==> src/rtl/scmp_pkg.sv <==
// rtl/scmp_pkg.sv - shared flag type and reset seed for the scmp comparator slice
package scmp_pkg;

   typedef struct packed {
      logic ab;
      logic eq;
      logic ba;
   } scmp_flags_t;

   // Equal-so-far seed, identical to the value tied into slice 0 of a chain
   localparam scmp_flags_t SCMP_FLAGS_RST = '{ab: 1'b0, eq: 1'b1, ba: 1'b0};

endpackage

==> src/rtl/scmp_sat_cnt.sv <==
// rtl/scmp_sat_cnt.sv - CNT_W-bit saturating event counter with synchronous clear
module scmp_sat_cnt #(
   parameter int unsigned CNT_W = 16
) (
   input  logic             clk_i,
   input  logic             rst_i,
   input  logic             en_i,
   output logic [CNT_W-1:0] cnt_o
);

   logic [CNT_W-1:0] cnt_q;
   logic [CNT_W-1:0] cnt_d;

   always_comb begin
      cnt_d = cnt_q;
      // Stick at all-ones so a long run never wraps back to a small count
      if (en_i && (cnt_q != {CNT_W{1'b1}})) begin
         cnt_d = cnt_q + CNT_W'(1);
      end
   end

   always_ff @(posedge clk_i) begin
      if (rst_i) begin
         cnt_q <= '0;
      end else begin
         cnt_q <= cnt_d;
      end
   end

   assign cnt_o = cnt_q;

endmodule

==> src/rtl/scmp.sv <==
// rtl/scmp.sv - ripple-chain equality/magnitude comparator slice with registered flags
// Optional statistics counters are built when SCMP_STATS_EN is defined.
module scmp
   import scmp_pkg::*;
#(
   parameter int unsigned WIDTH = 1,
   parameter int unsigned CNT_W = 16
) (
   input  logic             clk_i,
   input  logic             rst_i,
   input  logic [WIDTH-1:0] a_i,
   input  logic [WIDTH-1:0] b_i,
   input  logic             eqi_i,
   output logic             ab_o,
   output logic             eq_o,
   output logic             ba_o,
   output logic             ab_q_o,
   output logic             eq_q_o,
   output logic             ba_q_o
`ifdef SCMP_STATS_EN
   ,
   output logic [CNT_W-1:0] eq_cnt_o,
   output logic [CNT_W-1:0] ab_cnt_o,
   output logic [CNT_W-1:0] ba_cnt_o
`endif
);

   scmp_flags_t flags_d;
   scmp_flags_t flags_q;

   // ab/ba give a local verdict only; eqi merely gates the equality ripple
   always_comb begin
      flags_d    = SCMP_FLAGS_RST;
      flags_d.ab = (a_i > b_i);
      flags_d.ba = (a_i < b_i);
      flags_d.eq = eqi_i & (a_i == b_i);
   end

   assign ab_o = flags_d.ab;
   assign eq_o = flags_d.eq;
   assign ba_o = flags_d.ba;

   always_ff @(posedge clk_i) begin
      if (rst_i) begin
         flags_q <= SCMP_FLAGS_RST;
      end else begin
         flags_q <= flags_d;
      end
   end

   assign ab_q_o = flags_q.ab;
   assign eq_q_o = flags_q.eq;
   assign ba_q_o = flags_q.ba;

`ifdef SCMP_STATS_EN
   scmp_sat_cnt #(.CNT_W(CNT_W)) u_eq_cnt (
      .clk_i (clk_i),
      .rst_i (rst_i),
      .en_i  (flags_d.eq),
      .cnt_o (eq_cnt_o)
   );

   scmp_sat_cnt #(.CNT_W(CNT_W)) u_ab_cnt (
      .clk_i (clk_i),
      .rst_i (rst_i),
      .en_i  (flags_d.ab),
      .cnt_o (ab_cnt_o)
   );

   scmp_sat_cnt #(.CNT_W(CNT_W)) u_ba_cnt (
      .clk_i (clk_i),
      .rst_i (rst_i),
      .en_i  (flags_d.ba),
      .cnt_o (ba_cnt_o)
   );
`else
   // Counter width is meaningless without the statistics build; only sanity-guarded here
   if (CNT_W < 1) begin : g_cnt_w_illegal
   end
`endif

endmodule

==> config.mk <==
export PLATFORM = sky130hd
export DESIGN_NAME = scmp
export DESIGN_NICKNAME = d
export VERILOG_FILES = /design/src/rtl/scmp_pkg.sv /design/src/rtl/scmp_sat_cnt.sv /design/src/rtl/scmp.sv
export SDC_FILE = /design/constraint.sdc
export NUM_CORES = 1
export LEC_CHECK = 0
export CAP_MARGIN = 10
export CORE_AREA = 10 10 47 49
export CTS_BUF_LIST = sky130_fd_sc_hd__clkbuf_8 sky130_fd_sc_hd__clkbuf_16
export CTS_CLUSTER_DIAMETER = 150
export CTS_CLUSTER_SIZE = 14
export DETAILED_ROUTE_END_ITERATION = 8
export DIE_AREA = 0 0 57 59
export GPL_TIMING_DRIVEN = 1
export PLACE_DENSITY = 0.35
export SLEW_MARGIN = 20
export SYNTH_ARGS = -nofsm -noshare
export SYNTH_HDL_FRONTEND = slang
export SYNTH_HIERARCHICAL = 1
export SYNTH_SLANG_ARGS = --single-unit
==> constraint.sdc <==
create_clock -name clk_i -period 0.8 [get_ports clk_i]
set_input_delay 0.16 -clock clk_i [delete_from_list [all_inputs] [get_ports clk_i]]
set_output_delay 0.16 -clock clk_i [all_outputs]
set_load 0.02 [all_outputs]
==> out/qor.csv, run 1 <==
stage;metric;value;unit
run_status;violations;negative setup slack;
die;die_y;59;µm
place;place_ws;-1.07;ns
grt;track_usage;0.0333;
critical_path;path_cells;buf_8 > inv_4 > ha_4 > and2_4 > buf_6;
die;fp-row-count;14;
grt;grt_pass1_vias;157;
logic_synthesis;syn_inst;11;
die;io-pin-count;11;
critical_path;arrival;0.76;ns
clock_tree;root_buffer;clkbuf_8;
finish;fin_util;0.242;
clock_tree;cts_max_level;1;
logic_synthesis;ys_warn_count;6;
logic_synthesis;ys_ff_latch;3;
clock_tree;cts_buffers;3;
logic_synthesis;synth_nets;18;
drt;finalWirelength;459;µm
finish;ff_latch_area;63.8;µm²
finish;multi_input_area;78.8;µm²
critical_path;required;0.64;ns
timing;max_slew.worst_pin.slew;0.119;ns
drt;first_iter_violations;2;
clock_tree;cts_buffer_depth;2;
drt;wl_per_cell;10.7;µm
drt;vias;131;
logic_synthesis;ys_seq_area_frac;0.505;
timing;fin_tns_setup;-0.142;ns
run_status;status;finished with violations;
die;initial_core_util;0.0848;
timing;rsz0062_at_grt;true;
place;hpwl;349;µm
grt;grt_antenna_before_repair;0;
critical_path;cp_slowest_stage_delay;0.19;ns
place;portBuffers;10;
die;die_area;3360;µm²
timing;period_needed;0.916;ns
critical_path;worstPathMaxFanout;2;
grt;grt_pass1_wl;745;µm
die;core-area;1400;µm²
place;gp_congestion;0.663;
drt;dr.pass1.iters;2;
finish;nNetsFinal;35;
timing;fin_crit_sh;1.14;
critical_path;critPathLaunchType;input pin;
finish;design_area;339;µm²
critical_path;worstSetupPathType;in2out;
critical_path;endpoint_kind;output pin;
critical_path;critPathSlowestCell;ha_4;
finish;area_growth;185;%
drt;vias_per_cell;3.05;
timing;slew_headroom;0.920;
grt;grt-ovfl-total;0;
clock_tree;cts.clk_slew.worst_paths;0.03;ns
timing;timing_hold_violations_final;0;
timing;timing.hold.ws;0.279;ns
logic_synthesis;syn-cell-area;119;µm²
drt;ant_nets;0;
worst_hold_path;hold_class;in2reg;
place;place_area;256;µm²
run;drv_cap;0;
critical_path;critPathCapture;eq_o;
finish;drive_above_1_share;0.741;
finish;nFillCells;161;
timing;drv_slew;0;
clock_tree;cts_tree;built;
logic_synthesis;syn_avg_cell_area;10.8;µm²
pwr;peakVddDrop;0.523;mV
critical_path;worstSetupStartpoint;a_i;
die;die_x;57;µm
timing;setup_viol;2;
timing;fin_ws;-0.116;ns
timing;fmax;1.09;GHz
drt;drcViolationCount;0;
clock_tree;clock_sinks;3;
logic_synthesis;synth_cell_types;6;
pwr;p_leak;0.000160;µW
finish;antenna_cells;0;
grt;grt_max_degree;4;
pwr;powerDensity;2100;nW/µm²
Yosys cell counts:
library cell,n,area share
nor2b_1,2,0.11
dfxtp_1,3,0.51
a21o_1,1,0.063
ha_1,2,0.21
and2_1,1,0.053
inv_1,2,0.063
per-stage QoR:
stage / instances / total power, µW
2_1_floorplan: 11 / 208
3_5_place_dp: 39 / 275
6_report: 43 / 711
5_1_grt: 43 / 749
4_1_cts: 43 / 724
3_3_place_gp: 39 / 276
report_power, final:
part,switching [µW],leakage (µW),internal (µW)
clock network,93.3,0.0000269,326
registers,3.19,0.0000255,160
logic,54.3,0.000108,73.5
state kept, by name, summed over array words and instances (netlist names):
signal,count
ab_q_o,1
ba_q_o,1
eq_q_o,1
critical path: cells and delay by family:
family,cells,cell delay (ns)
and+or+nand+nor,1,0.13
adders and majority gates,1,0.19
buffers and inverters,3,0.27
metal layers:
metal / global-route usage / part of all wire
met5: 0 / 0
met4: 0.0302 / 0
met3: 0.0494 / 0.24
met2: 0.0248 / 0.30
met1: 0.0345 / 0.45
worst min-delay path by stage:
stage,startpoint,end,cells past startpoint
2_1_floorplan,rst_i,ab_q_o$_SDFF_PP0_,1
3_3_place_gp,rst_i,ba_q_o$_SDFF_PP0_,2
3_5_place_dp,rst_i,ba_q_o$_SDFF_PP0_,2
4_1_cts,b_i,eq_q_o$_SDFF_PP1_,3
5_1_grt,b_i,eq_q_o$_SDFF_PP1_,3
6_report,b_i,eq_q_o$_SDFF_PP1_,3
cells in the final DEF, fill, tap and decap left out, drive strengths merged:
master          n
ha              2
clkbuf          3
and2            1
inv             3
nor2b           2
a21o            1
dlygate4sd2     1
buf            10
dfxtp           3
clkdlybuf4s50   1
timing repair:
action                                  4_1_cts  5_1_grt
pin swaps                                     1        1
hold buffers                                  0        0
endpoints found under the setup margin        9        5
buffers inserted                              0        0
gates resized for setup                      55        0
area by class of cell:
class	count	share of cell area
clock buffer	3	0.122
sequential	3	0.188
clock inverter	1	0.0111
inverter	2	0.0295
timing repair buffer	12	0.358
tap	16	0.0590
multi-input combinational	6	0.232
logic make-up (layout without fill, tap and decap cells):
family | after synthesis | count (layout) | share of synthesized area
flip-flops | 3 | 3 | 0.505
AND/OR/NAND/NOR | 3 | 3 | 0.158
adder cells (fa/ha/maj) | 2 | 2 | 0.210
buffers and inverters | 2 | 18 | 0.0632
AO/OA/AOI/OAI | 1 | 1 | 0.0632
No activity file was read; power rests on OpenSTA's default activity.
==> inputs of run 2 (changes only) <==
- CAP_MARGIN: 10 -> not set
- GPL_TIMING_DRIVEN: 1 -> 0
==> out/qor.csv, run 2 (synthesis gave the netlist of run 1 again) <==
stage;metric;value;unit
critical_path;worstPathMaxFanout;2;
timing;timing_hold_violations_final;0;
critical_path;path_cells;buf_8 > inv_4 > ha_4 > and2_4 > buf_6;
grt;grt_antenna_before_repair;0;
finish;drive_above_1_share;0.680;
pwr;p_sw;155;µW
critical_path;endpoint_kind;output pin;
grt;grt_util_met1;0.0273;
pwr;clkPwrFrac;0.605;
critical_path;arrival;0.75;ns
run_status;violations;negative setup slack;
die;die_area;3360;µm²
clock_tree;root_buffer;clkbuf_8;
finish;final_cell_mix;6 x buf_6, 3 x dfxtp_2, 3 x clkbuf_8, 2 x inv_1, 2 x nor2b_1;
timing;fin_ws;-0.112;ns
pwr;peakVddDrop;0.412;mV
clock_tree;cts_buffers;3;
worst_hold_path;hold_class;in2reg;
pwr;internal-power;553;µW
finish;fin_util;0.222;
pwr;powerDensity;2270;nW/µm²
grt;grt_pass1_vias;140;
die;initial_core_util;0.0848;
grt;track_usage;0.0294;
drt;dr.pass1.iters;2;
die;io-pin-count;11;
timing;rsz0062_at_grt;true;
finish;design_area;312;µm²
die;fp-row-count;14;
clock_tree;clock_sinks;3;
drt;vias;123;
timing;fin_crit_sh;1.14;
drt;drcViolationCount;0;
drt;first_iter_violations;1;
finish;nNetsFinal;33;
timing;setup_viol;2;
clock_tree;cts_tree;built;
finish;layout_commonest_cell;buf_6;
clock_tree;cts_buffer_depth;2;
place;dp.cells;37;
finish;antenna_cells;0;
clock_tree;cts_max_level;1;
drt;wl_per_cell;10.6;µm
place;portBuffers;10;
timing;max_slew.worst_pin.slew;0.139;ns
pwr;power.total;708;µW
critical_path;required;0.64;ns
drt;vias_per_cell;3.00;
drt;ant_nets;0;
grt;met3_usage;0.0386;
grt;grt_max_degree;4;
grt;grt-ovfl-total;0;
timing;fmax;1.10;GHz
critical_path;critPathLaunchType;input pin;
critical_path;critPathSlowestCell;ha_4;
place;place_area;241;µm²
run_status;status;finished with violations;
die;core-area;1400;µm²
grt;grt_pass1_wl;614;µm
timing;slew_headroom;0.907;
critical_path;worstSetupPathType;in2out;
timing;drv_slew;0;
clock_tree;postCtsSetupRepairBufs;0;
pwr;switching_share;0.219;
pwr;sequentialPowerShare;0.232;
die;die_y;59;µm
finish;instances_no_fill;41;
timing;period_needed;0.912;ns
pwr;p_leak;0.000151;µW
place;gp_congestion;0.661;
die;die_x;57;µm
run;drv_cap;0;
drt;finalWirelength;435;µm
pwr;comb_power_share;0.163;
grt;groute.layer.met2.usage;0.0233;
finish;area_growth;162;%
critical_path;cp_slowest_stage_delay;0.19;ns
clock_tree;cts.clk_slew.worst_paths;0.03;ns
grt;grt_busiest_layer;met4;
-- run 2: cell type report --
type                    instances  area (µm²)
inverters                       2        10.0
multi-input cells               6        66.3
clock inverters                 1        3.75
fillers                       163        1090
well taps                      16        20.0
clock buffers                   3        41.3
flip-flops and latches          3        63.8
repair buffers                 10         106
-- run 2: final timing paths --
| check | end | slack (ns) | depth (start not counted) | start |
|---|---|---|---|---|
| hold / removal | eq_q_o$_SDFF_PP1_ | 0.26 | 3 | b_i |
| setup / recovery | eq_o | -0.11 | 5 | a_i |
-- run 2: critical path: cells and delay by family --
family	cells	cell delay, ns
fa+ha+maj	1	0.19
buf+inv	3	0.26
simple gates	1	0.13
-- run 2: routing by layer --
| layer | part of all wire | vias to the layer above |
|---|---|---|
| li1 | - | 63 |
| met1 | 0.47 | 49 |
| met2 | 0.31 | 11 |
| met3 | 0.22 | 0 |
| met4 | 0 | 0 |
| met5 | 0 | - |
-- run 2: timing repair --
item | 4_1_cts | 5_1_grt
resized for setup | 51 | 2
pin swaps | 1 | 1
endpoints found under the setup margin | 9 | 5
cloned | 0 | 0
hold buffers | 0 | 0
-- run 2: through the flow --
stage                     hold WS (ns)  TNS, ns  worst slack [ns]
after global routing             0.268   -0.170            -0.126
after detailed placement         0.788    -4.64             -1.09
after floorplan                  0.232        0            0.0103
after global placement           0.784    -4.64             -1.10
final                            0.262   -0.115            -0.112
after CTS                        0.267   -0.137            -0.115
-- run 2: power by group through the flow --
stage          clock network [µW]  logic, µW  registers [µW]
3_5_place_dp                    0        106             163
6_report                      428        116             164
3_3_place_gp                    0        106             163
5_1_grt                       451        124             165
2_1_floorplan                   0       35.0             173
4_1_cts                       441        115             164
==> inputs of run 3 (changes only) <==
- CTS_CLUSTER_SIZE: 14 -> not set
- clock period: 0.8 -> 1.08 ns (I/O delays scaled with it)
==> out/qor.csv, run 3 (synthesis gave the netlist of run 1 again) <==
stage;metric;value;unit
run_status;status;complete, no violations;
clock_tree;postCtsSetupRepairBufs;0;
critical_path;worstSetupStartpoint;ab_q_o$_SDFF_PP0_;
clock_tree;cts.clk_slew.worst_paths;0.03;ns
drt;finalWirelength;480;µm
drt;vias_per_cell;3.00;
worst_hold_path;min_from;eqi_i;
drt;dr.pass1.iters;2;
timing;period_needed;1.06;ns
timing;fin_tns_setup;0;ns
die;core-area;1400;µm²
die;fp-row-count;14;
finish;instances_no_fill;41;
die;die_x;57;µm
critical_path;critPathTopFamily;buffers and inverters;
critical_path;critPathLaunchType;flop;
finish;antenna_cells;0;
clock_tree;cts_tree;built;
place;place_ws;-0.904;ns
pwr;powerDensity;1780;nW/µm²
die;initial_core_util;0.0848;
finish;nNetsFinal;33;
timing;timing.hold.ws;0.244;ns
grt;grt_pass1_vias;144;
finish;area_growth;142;%
pwr;p_leak;0.000151;µW
drt;drcViolationCount;0;
timing;fin_crit_sh;0.978;
critical_path;critical_path_buf_inv_count;1;
critical_path;arrival;0.84;ns
place;hpwl;348;µm
drt;vias;123;
grt;grt_max_degree;4;
drt;wl_per_cell;11.7;µm
timing;fmax;0.947;GHz
place;gp_congestion;0.672;
finish;drive_above_1_share;0.440;
place;dp.cells;37;
critical_path;path_cells;dlygate4sd2_1;
die;die_area;3360;µm²
critical_path;worstPathMaxFanout;1;
critical_path;required;0.86;ns
place;portBuffers;10;
grt;grt_pass1_wl;627;µm
timing;rsz0062_at_grt;false;
critical_path;endpoint_kind;output pin;
timing;setup_viol;0;
timing;fin_ws;0.0239;ns
drt;ant_nets;0;
pwr;peakVddDrop;0.324;mV
clock_tree;root_buffer;clkbuf_8;
drt;first_iter_violations;1;
grt;grt_antenna_before_repair;0;
timing;drv_slew;0;
clock_tree;cts_buffer_depth;2;
timing;slew_headroom;0.855;
place;place_area;239;µm²
timing;max_slew.worst_pin.slew;0.219;ns
critical_path;cp_slowest_stage_delay;0.33;ns
critical_path;worstSetupPathType;reg2out;
die;die_y;59;µm
die;io-pin-count;11;
clock_tree;cts_buffers;3;
clock_tree;cts_max_level;1;
grt;grt-ovfl-total;0;
grt;track_usage;0.0307;
timing;timing_hold_violations_final;0;
clock_tree;clock_sinks;3;
worst_hold_path;hold_class;in2reg;
finish;design_area;288;µm²
critical_path;critPathSlowestCell;dlygate4sd2_1;
run;drv_cap;0;
finish;final_cell_mix;3 x dfxtp_1, 3 x clkbuf_8;
[run 3: report_power, final]
part / internal [µW] / switching (µW) / total, µW
combinational: 38.6 / 36.5 / 75.1
clock: 242 / 76.9 / 319
sequential: 118 / 1.49 / 119
[run 3: layout make-up]
class                      count  area [µm²]
fill                         164        1110
timing repair buffer          10        88.8
multi-input combinational      6        66.3
sequential                     3        60.1
clock buffer                   3        41.3
tap                           16        20.0
inverter                       2        7.51
clock inverter                 1        3.75
[run 3: worst paths after layout]
kind                 to  slack, ns  depth (start not counted)
max              ab_q_o       0.02                          1
min   eq_q_o$_SDFF_PP1_       0.24                          2
[run 3: per-layer routing]
metal / GRT usage / vias to the layer above / routed length, µm / part of all wire
met2: 0.0248 / 11 / 161 / 0.34
li1: - / 61 / - / -
met3: 0.0408 / 0 / 94 / 0.20
met1: 0.0285 / 51 / 223 / 0.46
met4: 0.0403 / 0 / 0 / 0
met5: 0 / - / 0 / 0
[run 3: per-stage QoR]
stage | total power [µW] | utilization
2_1_floorplan | 151 | -
3_3_place_gp | 196 | 0.171
3_5_place_dp | 196 | 0.171
4_1_cts | 515 | 0.195
5_1_grt | 535 | 0.205
6_report | 513 | 0.205
[run 3: what timing repair did]
action	CTS	global route
endpoints found under the hold margin	0	0
pin swaps	1	1
gates resized for setup	21	9
endpoints found under the setup margin	7	4
hold buffers	0	0
